File: config.mk
export PLATFORM = sky130hd
export DESIGN_NAME = ctrl_sequencer
export DESIGN_NICKNAME = d
export VERILOG_FILES = /design/src/rtl/ctrl_sequencer.sv
export SDC_FILE = /design/constraint.sdc
export NUM_CORES = 1
export LEC_CHECK = 0
export CORE_MARGIN = 10
export CORE_UTILIZATION = 39
export DETAILED_ROUTE_END_ITERATION = 7
export GPL_ROUTABILITY_DRIVEN = 0
export PLACE_DENSITY_LB_ADDON = 0.08
export SETUP_SLACK_MARGIN = 0.2
export SLEW_MARGIN = 15
export SYNTH_ARGS = -nofsm -noshare
export SYNTH_HDL_FRONTEND = slang
export SYNTH_SLANG_ARGS = --single-unit
File: constraint.sdc
create_clock -name clk -period 2.2 [get_ports clk]
set_input_delay 0.44 -clock clk [delete_from_list [all_inputs] [get_ports clk]]
set_output_delay 0.44 -clock clk [all_outputs]
set_load 0.02 [all_outputs]
File: src/rtl/ctrl_sequencer.sv
// ctrl_sequencer: hardwired control unit for the 8-bit accumulator CPU.
// A one-hot beat register walks the fetch beats F1..F3 and then the execute
// beats E1..E5. The instruction in IR is decoded combinationally into the
// datapath strobes and the ALU select. Memory beats stall while mem_ready
// is low. A HALT instruction freezes the sequencer until rst, and run=0
// holds the current beat with every strobe forced to 0.
// Optional build macro: CTRL_WAIT_TIMEOUT_EN. When it is defined, a memory
// stall that lasts too long raises a sticky bus_err and restarts the fetch
// at F1. When it is undefined, stalls are unbounded and bus_err stays 0.
module ctrl_sequencer #(
    parameter int IW         = 8,
    parameter int WAIT_W     = 4,
    parameter int WAIT_LIMIT = 15
) (
    input  logic          clk,
    input  logic          rst,
    input  logic          run,
    input  logic [IW-1:0] instr,
    input  logic          z,
    input  logic          mem_ready,
    output logic [7:0]    beat,
    output logic          ar_load,
    output logic          ar_inc,
    output logic          pc_load,
    output logic          pc_inc,
    output logic          dr_load,
    output logic          ir_load,
    output logic          tr_load,
    output logic          r_load,
    output logic          ac_load,
    output logic          ac_load_r,
    output logic          z_load,
    output logic          pc_bus,
    output logic          drl_bus,
    output logic          drh_bus,
    output logic          tr_bus,
    output logic          r_bus,
    output logic          ac_bus,
    output logic          mem_read,
    output logic          mem_write,
    output logic [3:0]    alus,
    output logic          instr_done,
    output logic          halted,
    output logic          illegal,
    output logic          bus_err
);

    localparam logic [7:0]        BEAT_F1  = 8'b0000_0001;
    localparam logic [IW-5:0]     CLS_HALT = (IW-4)'(1);
    localparam logic [WAIT_W-1:0] WAIT_MAX = WAIT_LIMIT[WAIT_W-1:0];

    typedef enum logic [2:0] {
        K_NOP, K_LDAC, K_STAC, K_MOVAC, K_MOVR, K_JMP, K_ALU, K_HALT
    } kind_e;

    // Everything one beat can assert.
    typedef struct packed {
        logic       ar_load;
        logic       ar_inc;
        logic       pc_load;
        logic       pc_inc;
        logic       dr_load;
        logic       ir_load;
        logic       tr_load;
        logic       r_load;
        logic       ac_load;
        logic       ac_load_r;
        logic       z_load;
        logic       pc_bus;
        logic       drl_bus;
        logic       drh_bus;
        logic       tr_bus;
        logic       r_bus;
        logic       ac_bus;
        logic       mem_read;
        logic       mem_write;
        logic [3:0] alus;
        logic       done;
    } uop_t;

    logic [7:0]        beat_q, beat_d;
    logic              halted_q, halted_d;
    logic              illegal_q, illegal_d;
    logic              bus_err_q, bus_err_d;
    logic [WAIT_W-1:0] wait_q, wait_d;
    logic              z_lat_q, z_lat_d;

    logic [IW-5:0] cls_s;
    logic [3:0]    op_s;
    kind_e         kind_s;
    logic [3:0]    alu_sel_s;
    logic          alu_r_s;
    logic          jump_s, jmpz_s, jpnz_s;
    logic          taken_s;
    logic          illegal_s;
    uop_t          raw_s;
    uop_t          out_s;
    logic          active_s;
    logic          mem_beat_s;
    logic          stall_s;
    logic          timeout_s;
    logic          advance_s;

    assign cls_s     = instr[IW-1:4];
    assign op_s      = instr[3:0];
    assign illegal_s = (cls_s != '0) && !((cls_s == CLS_HALT) && (op_s == 4'h0));
    assign taken_s   = jump_s | (jmpz_s & z_lat_q) | (jpnz_s & ~z_lat_q);

    // Instruction decode: class/opcode to instruction kind and ALU select.
    always_comb begin
        kind_s    = K_NOP;
        alu_sel_s = 4'd0;
        alu_r_s   = 1'b0;
        jump_s    = 1'b0;
        jmpz_s    = 1'b0;
        jpnz_s    = 1'b0;
        if (cls_s == '0) begin
            case (op_s)
                4'h0:    kind_s = K_NOP;
                4'h1:    kind_s = K_LDAC;
                4'h2:    kind_s = K_STAC;
                4'h3:    kind_s = K_MOVAC;
                4'h4:    kind_s = K_MOVR;
                4'h5:    begin kind_s = K_JMP; jump_s = 1'b1; end
                4'h6:    begin kind_s = K_JMP; jmpz_s = 1'b1; end
                4'h7:    begin kind_s = K_JMP; jpnz_s = 1'b1; end
                4'h8:    begin kind_s = K_ALU; alu_sel_s = 4'd1; alu_r_s = 1'b1; end
                4'h9:    begin kind_s = K_ALU; alu_sel_s = 4'd2; alu_r_s = 1'b1; end
                4'hA:    begin kind_s = K_ALU; alu_sel_s = 4'd3; end
                4'hB:    begin kind_s = K_ALU; alu_sel_s = 4'd0; end
                4'hC:    begin kind_s = K_ALU; alu_sel_s = 4'd4; alu_r_s = 1'b1; end
                4'hD:    begin kind_s = K_ALU; alu_sel_s = 4'd5; alu_r_s = 1'b1; end
                4'hE:    begin kind_s = K_ALU; alu_sel_s = 4'd7; alu_r_s = 1'b1; end
                4'hF:    begin kind_s = K_ALU; alu_sel_s = 4'd6; end
                default: kind_s = K_NOP;
            endcase
        end else if ((cls_s == CLS_HALT) && (op_s == 4'h0)) begin
            kind_s = K_HALT;
        end else begin
            kind_s = K_NOP;
        end
    end

    // Microcode ROM: the ungated strobes for the current beat and instruction.
    always_comb begin
        raw_s = '0;
        case (beat_q)
            8'b0000_0001: begin
                raw_s.pc_bus  = 1'b1;
                raw_s.ar_load = 1'b1;
            end
            8'b0000_0010: begin
                raw_s.mem_read = 1'b1;
                raw_s.dr_load  = 1'b1;
                raw_s.pc_inc   = 1'b1;
            end
            8'b0000_0100: begin
                raw_s.pc_bus  = 1'b1;
                raw_s.ar_load = 1'b1;
                raw_s.ir_load = 1'b1;
            end
            8'b0000_1000: begin
                case (kind_s)
                    K_LDAC, K_STAC: begin
                        raw_s.mem_read = 1'b1;
                        raw_s.dr_load  = 1'b1;
                        raw_s.ar_inc   = 1'b1;
                        raw_s.pc_inc   = 1'b1;
                    end
                    K_JMP: begin
                        raw_s.mem_read = taken_s;
                        raw_s.dr_load  = taken_s;
                        raw_s.ar_inc   = taken_s;
                    end
                    K_MOVAC: begin
                        raw_s.ac_bus = 1'b1;
                        raw_s.r_load = 1'b1;
                        raw_s.done   = 1'b1;
                    end
                    K_MOVR: begin
                        raw_s.r_bus     = 1'b1;
                        raw_s.ac_load_r = 1'b1;
                        raw_s.done      = 1'b1;
                    end
                    K_ALU: begin
                        raw_s.ac_load = 1'b1;
                        raw_s.z_load  = 1'b1;
                        raw_s.r_bus   = alu_r_s;
                        raw_s.alus    = alu_sel_s;
                        raw_s.done    = 1'b1;
                    end
                    default: raw_s.done = 1'b1;
                endcase
            end
            8'b0001_0000: begin
                case (kind_s)
                    K_LDAC, K_STAC: begin
                        raw_s.mem_read = 1'b1;
                        raw_s.dr_load  = 1'b1;
                        raw_s.tr_load  = 1'b1;
                        raw_s.pc_inc   = 1'b1;
                    end
                    K_JMP: begin
                        raw_s.mem_read = taken_s;
                        raw_s.dr_load  = taken_s;
                        raw_s.tr_load  = taken_s;
                        raw_s.pc_inc   = ~taken_s;
                    end
                    default: raw_s.done = 1'b0;
                endcase
            end
            8'b0010_0000: begin
                case (kind_s)
                    K_LDAC, K_STAC: begin
                        raw_s.drh_bus = 1'b1;
                        raw_s.tr_bus  = 1'b1;
                        raw_s.ar_load = 1'b1;
                    end
                    K_JMP: begin
                        raw_s.drh_bus = taken_s;
                        raw_s.tr_bus  = taken_s;
                        raw_s.pc_load = taken_s;
                        raw_s.pc_inc  = ~taken_s;
                        raw_s.done    = 1'b1;
                    end
                    default: raw_s.done = 1'b0;
                endcase
            end
            8'b0100_0000: begin
                case (kind_s)
                    K_LDAC: begin
                        raw_s.mem_read = 1'b1;
                        raw_s.dr_load  = 1'b1;
                    end
                    K_STAC: begin
                        raw_s.ac_bus  = 1'b1;
                        raw_s.dr_load = 1'b1;
                    end
                    default: raw_s.done = 1'b0;
                endcase
            end
            8'b1000_0000: begin
                case (kind_s)
                    K_LDAC: begin
                        raw_s.drl_bus = 1'b1;
                        raw_s.ac_load = 1'b1;
                        raw_s.alus    = 4'd8;
                        raw_s.done    = 1'b1;
                    end
                    K_STAC: begin
                        raw_s.drl_bus   = 1'b1;
                        raw_s.mem_write = 1'b1;
                        raw_s.done      = 1'b1;
                    end
                    default: raw_s.done = 1'b0;
                endcase
            end
            default: raw_s = '0;
        endcase
    end

    assign active_s   = run & ~halted_q & ~rst;
    assign mem_beat_s = raw_s.mem_read | raw_s.mem_write;
    assign stall_s    = active_s & mem_beat_s & ~mem_ready;
    assign advance_s  = active_s & ~stall_s;

`ifdef CTRL_WAIT_TIMEOUT_EN
    assign timeout_s = stall_s & (wait_q == WAIT_MAX);
`else
    assign timeout_s = 1'b0;
`endif

    // State register: synchronous reset back to F1 with all flags clear.
    always_ff @(posedge clk) begin
        if (rst) begin
            beat_q    <= BEAT_F1;
            halted_q  <= 1'b0;
            illegal_q <= 1'b0;
            bus_err_q <= 1'b0;
            wait_q    <= '0;
            z_lat_q   <= 1'b0;
        end else begin
            beat_q    <= beat_d;
            halted_q  <= halted_d;
            illegal_q <= illegal_d;
            bus_err_q <= bus_err_d;
            wait_q    <= wait_d;
            z_lat_q   <= z_lat_d;
        end
    end

    // Next state: advance, stall, or abort the access on a wait timeout.
    always_comb begin
        beat_d    = beat_q;
        halted_d  = halted_q;
        illegal_d = illegal_q;
        bus_err_d = bus_err_q;
        wait_d    = wait_q;
        z_lat_d   = z_lat_q;
        if (timeout_s) begin
            beat_d    = BEAT_F1;
            bus_err_d = 1'b1;
            wait_d    = '0;
        end else if (stall_s) begin
            // Saturate so an unbounded stall cannot wrap the counter.
            wait_d = (wait_q == WAIT_MAX) ? wait_q : wait_q + WAIT_W'(1);
        end else if (advance_s) begin
            wait_d    = '0;
            // Wrapping on E5 as well keeps the beat one-hot if IR changes.
            beat_d    = (raw_s.done || beat_q[7]) ? BEAT_F1 : {beat_q[6:0], 1'b0};
            z_lat_d   = beat_q[2] ? z : z_lat_q;
            halted_d  = halted_q | (beat_q[3] & (kind_s == K_HALT));
            illegal_d = illegal_q | ((|beat_q[7:3]) & illegal_s);
        end else begin
            beat_d = beat_q;
        end
    end

    // Output gating: idle or timed out -> nothing, stalled -> only the memory strobe.
    always_comb begin
        out_s = '0;
        if (!active_s || timeout_s) begin
            out_s = '0;
        end else if (stall_s) begin
            out_s.mem_read  = raw_s.mem_read;
            out_s.mem_write = raw_s.mem_write;
        end else begin
            out_s = raw_s;
        end
    end

    assign beat       = beat_q;
    assign ar_load    = out_s.ar_load;
    assign ar_inc     = out_s.ar_inc;
    assign pc_load    = out_s.pc_load;
    assign pc_inc     = out_s.pc_inc;
    assign dr_load    = out_s.dr_load;
    assign ir_load    = out_s.ir_load;
    assign tr_load    = out_s.tr_load;
    assign r_load     = out_s.r_load;
    assign ac_load    = out_s.ac_load;
    assign ac_load_r  = out_s.ac_load_r;
    assign z_load     = out_s.z_load;
    assign pc_bus     = out_s.pc_bus;
    assign drl_bus    = out_s.drl_bus;
    assign drh_bus    = out_s.drh_bus;
    assign tr_bus     = out_s.tr_bus;
    assign r_bus      = out_s.r_bus;
    assign ac_bus     = out_s.ac_bus;
    assign mem_read   = out_s.mem_read;
    assign mem_write  = out_s.mem_write;
    assign alus       = out_s.alus;
    assign instr_done = out_s.done;
    assign halted     = halted_q;
    assign illegal    = illegal_q;
    assign bus_err    = bus_err_q;

endmodule

==> impl_metrics.env <==
export IMPL_outcome="complete, but fails checks"
export IMPL_violations="setup timing"
export IMPL_maxSlewViolCount=0
export IMPL_synth_edf_count=0
export IMPL_vias=1813
export IMPL_clock_sinks=11
export IMPL_fmax_mhz=366
export IMPL_drt_iter0_markers=155
export IMPL_clock_path_buffers=2
export IMPL_start_kind="flip-flop"
export IMPL_synth_top_cell_by_area="dfxtp_1"
export IMPL_cts_root_buf="clkbuf_4"
export IMPL_worst_ep_required_time_ns=1.76
export IMPL_ant_nets=0
export IMPL_period_needed_ns=2.74
export IMPL_most_common_layout_cells="buf_4, buf_6, nand2_1"
export IMPL_finalInstanceArea_um2=2670
export IMPL_antenna_found_initial=0
export IMPL_internal_power_uw=471
export IMPL_synth_cell_types=44
export IMPL_nets=302
export IMPL_ios=48
export IMPL_first_pass_iters=4
export IMPL_row_count=20
export IMPL_wl_per_cell_um=19.2
export IMPL_clkPwrFrac_pct=21.0
export IMPL_grt_overflow_total=0
export IMPL_synthArstFlopShare_pct=0
export IMPL_avgSynthCellArea_um2=7.46
export IMPL_rsz0062_at_grt="yes"
export IMPL_fin_skew_ns=0.0114
export IMPL_via_per_inst=5.63
export IMPL_drc=0
export IMPL_synthCells=161
export IMPL_core_area_um2=3000
export IMPL_ys_seq_area_share_pct=18.3
export IMPL_yosysTopAreaCellShare_pct=18.3
export IMPL_synth_top_flop_cell="dfxtp_1"
export IMPL_power_per_cell_area_nw_per_um2=280
export IMPL_layout_commonest_cell="buf_4"
export IMPL_grt_pass1_vias=1865
export IMPL_worstSkewPairLatency_ns=0.30
export IMPL_hold_path_class="reg -> reg"
export IMPL_switching_share_pct=36.9
export IMPL_die_h_um=75.5
export IMPL_netlist_area_um2=1200
export IMPL_place_port_buffers=46
export IMPL_syn_nets=174
export IMPL_grt_max_degree=13
export IMPL_area_growth_pct=122
export IMPL_ys_seq_elements=11
export IMPL_cts_tree="built"
export IMPL_cellLeakagePower_uw=0.00115
export IMPL_setup_slack_ns=-0.536
export IMPL_die_w_um=75.5
export IMPL_drive_gt1_share_pct=62.2
export IMPL_path_max_fanout=4
export IMPL_p_sw_uw=275
export IMPL_vdd_drop_max_mv=0.299
export IMPL_place_hpwl_mm=3.88
export IMPL_arrival_ns=2.30
export IMPL_cts_buffers=3
export IMPL_dp_cells=295
export IMPL_clkTransAtPathRegs_ns=0.09
export IMPL_p_comb_share_pct=50.2
export IMPL_power_uw=746
export IMPL_crit_path_end_kind="output pin"
export IMPL_fill_cells=138
export IMPL_final_cells=322
export IMPL_placed_area_um2=2330
export IMPL_grt_pass1_wl_mm=9.16
export IMPL_initial_core_util_pct=40.0
export IMPL_drt_total_wl_mm=6.18
export IMPL_ctsHoldBuffers=0
export IMPL_r2r_cells=8
export IMPL_critPathKind="reg -> out"
export IMPL_cts_max_level=1
export IMPL_drv_cap=0
export IMPL_synth_area_leaders="dfxtp_1, mux2i_1, nand2_1"
export IMPL_final_hold_viol_count=0
export IMPL_seqPwrFrac_pct=28.8
export IMPL_min_period_over_period_pct=124
export IMPL_yosys_warnings=0
export IMPL_grt_use_total_pct=20.9
export IMPL_dieArea_um2=5700
export IMPL_hold_path_cell_count=2
export IMPL_setup_violations=23
## flip-flops by register name, summed over array words and instances (netlist names)
| register | count |
|---|---|
| z_lat_q | 1 |
| halted | 1 |
| illegal | 1 |
| beat | 8 |
## power groups by stage
stage                     combinational, uW  sequential, uW  clock [uW]
final                                   374             215         156
after global placement                  286             218           0
after floorplan                         155             220           0
after global routing                    392             216         175
after detailed placement                295             218           0
after CTS                               345             215         154
## critical path, stage by stage (launching register included)
cell and delay (ns):
dfxtp_2 0.36, nor4_4 0.37, buf_4 0.17, nand3_1 0.09, or2_4 0.27, or4_4 0.51
nor2_4 0.10, buf_6 0.12
## per-stage QoR
| step | setup slack (ns) | setup TNS [ns] | util [%] | hold slack (ns) |
|---|---|---|---|---|
| 4_1_cts | -0.445 | -8.79 | 86.6 | 0.491 |
| 5_1_grt | -0.622 | -12.73 | 88.7 | 0.524 |
| 6_report | -0.536 | -10.80 | 88.8 | 0.487 |
| 3_3_place_gp | -1.06 | -26.69 | 77.5 | 0.471 |
| 2_1_floorplan | -0.121 | -0.695 | - | 0.473 |
| 3_5_place_dp | -1.15 | -29.85 | 77.5 | 0.475 |
## cell families after synthesis
group | count (synthesis) | synth area share, %
XOR/XNOR | 8 | 5.83
other | 1 | 0.312
buffers and inverters | 19 | 10.3
multiplexers | 8 | 6.67
flip-flops | 11 | 18.3
AO/OA/AOI/OAI | 21 | 14.6
AND/OR/NAND/NOR | 93 | 44.0
## worst paths after layout
| check | start | endpoint | slack [ns] |
|---|---|---|---|
| worst max register to register | beat[0] | beat[0] | 0.06 |
| worst min-delay path | illegal | illegal | 0.49 |
| worst max-delay path | beat[0] | pc_load | -0.54 |
| worst min register to register | illegal | illegal | 0.49 |
## cells in the mapped netlist, types with 2 or more instances
cell      instances
nand4_1           4
nand3_1           9
o21ai_0           2
nand2_1          18
or4_1             2
nor2_1           18
xor2_1            3
a21oi_1           7
nor2b_1           3
a21oi_2           2
buf_4             2
buf_2             6
nor4_1            7
or2b_1            2
buf_6             5
inv_1             5
nor4b_1           2
nand2b_1          8
dfxtp_1          11
nor4_4            2
and3_1            2
nor3_1            8
mux2i_1           8
xnor2_1           5
## cell type report
class | instances | area (um2) | area share [%]
flip-flops and latches | 11 | 233 | 8.73
inverters | 5 | 18.8 | 0.704
multi-input cells | 131 | 1130 | 42.5
clock buffers | 4 | 26.3 | 0.986
well taps | 33 | 41.3 | 1.55
diodes | 1 | 2.50 | 0.0939
repair buffers | 137 | 1210 | 45.4
## per-layer routing
layer	part of all wire [%]	GRT usage, %	vias to the layer above
li1	-	-	824
met1	39	23.6	864
met2	49	36.4	99
met3	8.0	5.47	26
met4	4.5	8.66	0
met5	0	0	-
## repair_timing
action,in CTS,in global routing
buffers inserted,15,6
pin swaps,29,8
setup endpoints to repair,34,34
gates resized for setup,189,6
gates cloned,1,0
endpoints found under the hold margin,0,0
(Power assumes the default switching activity.)
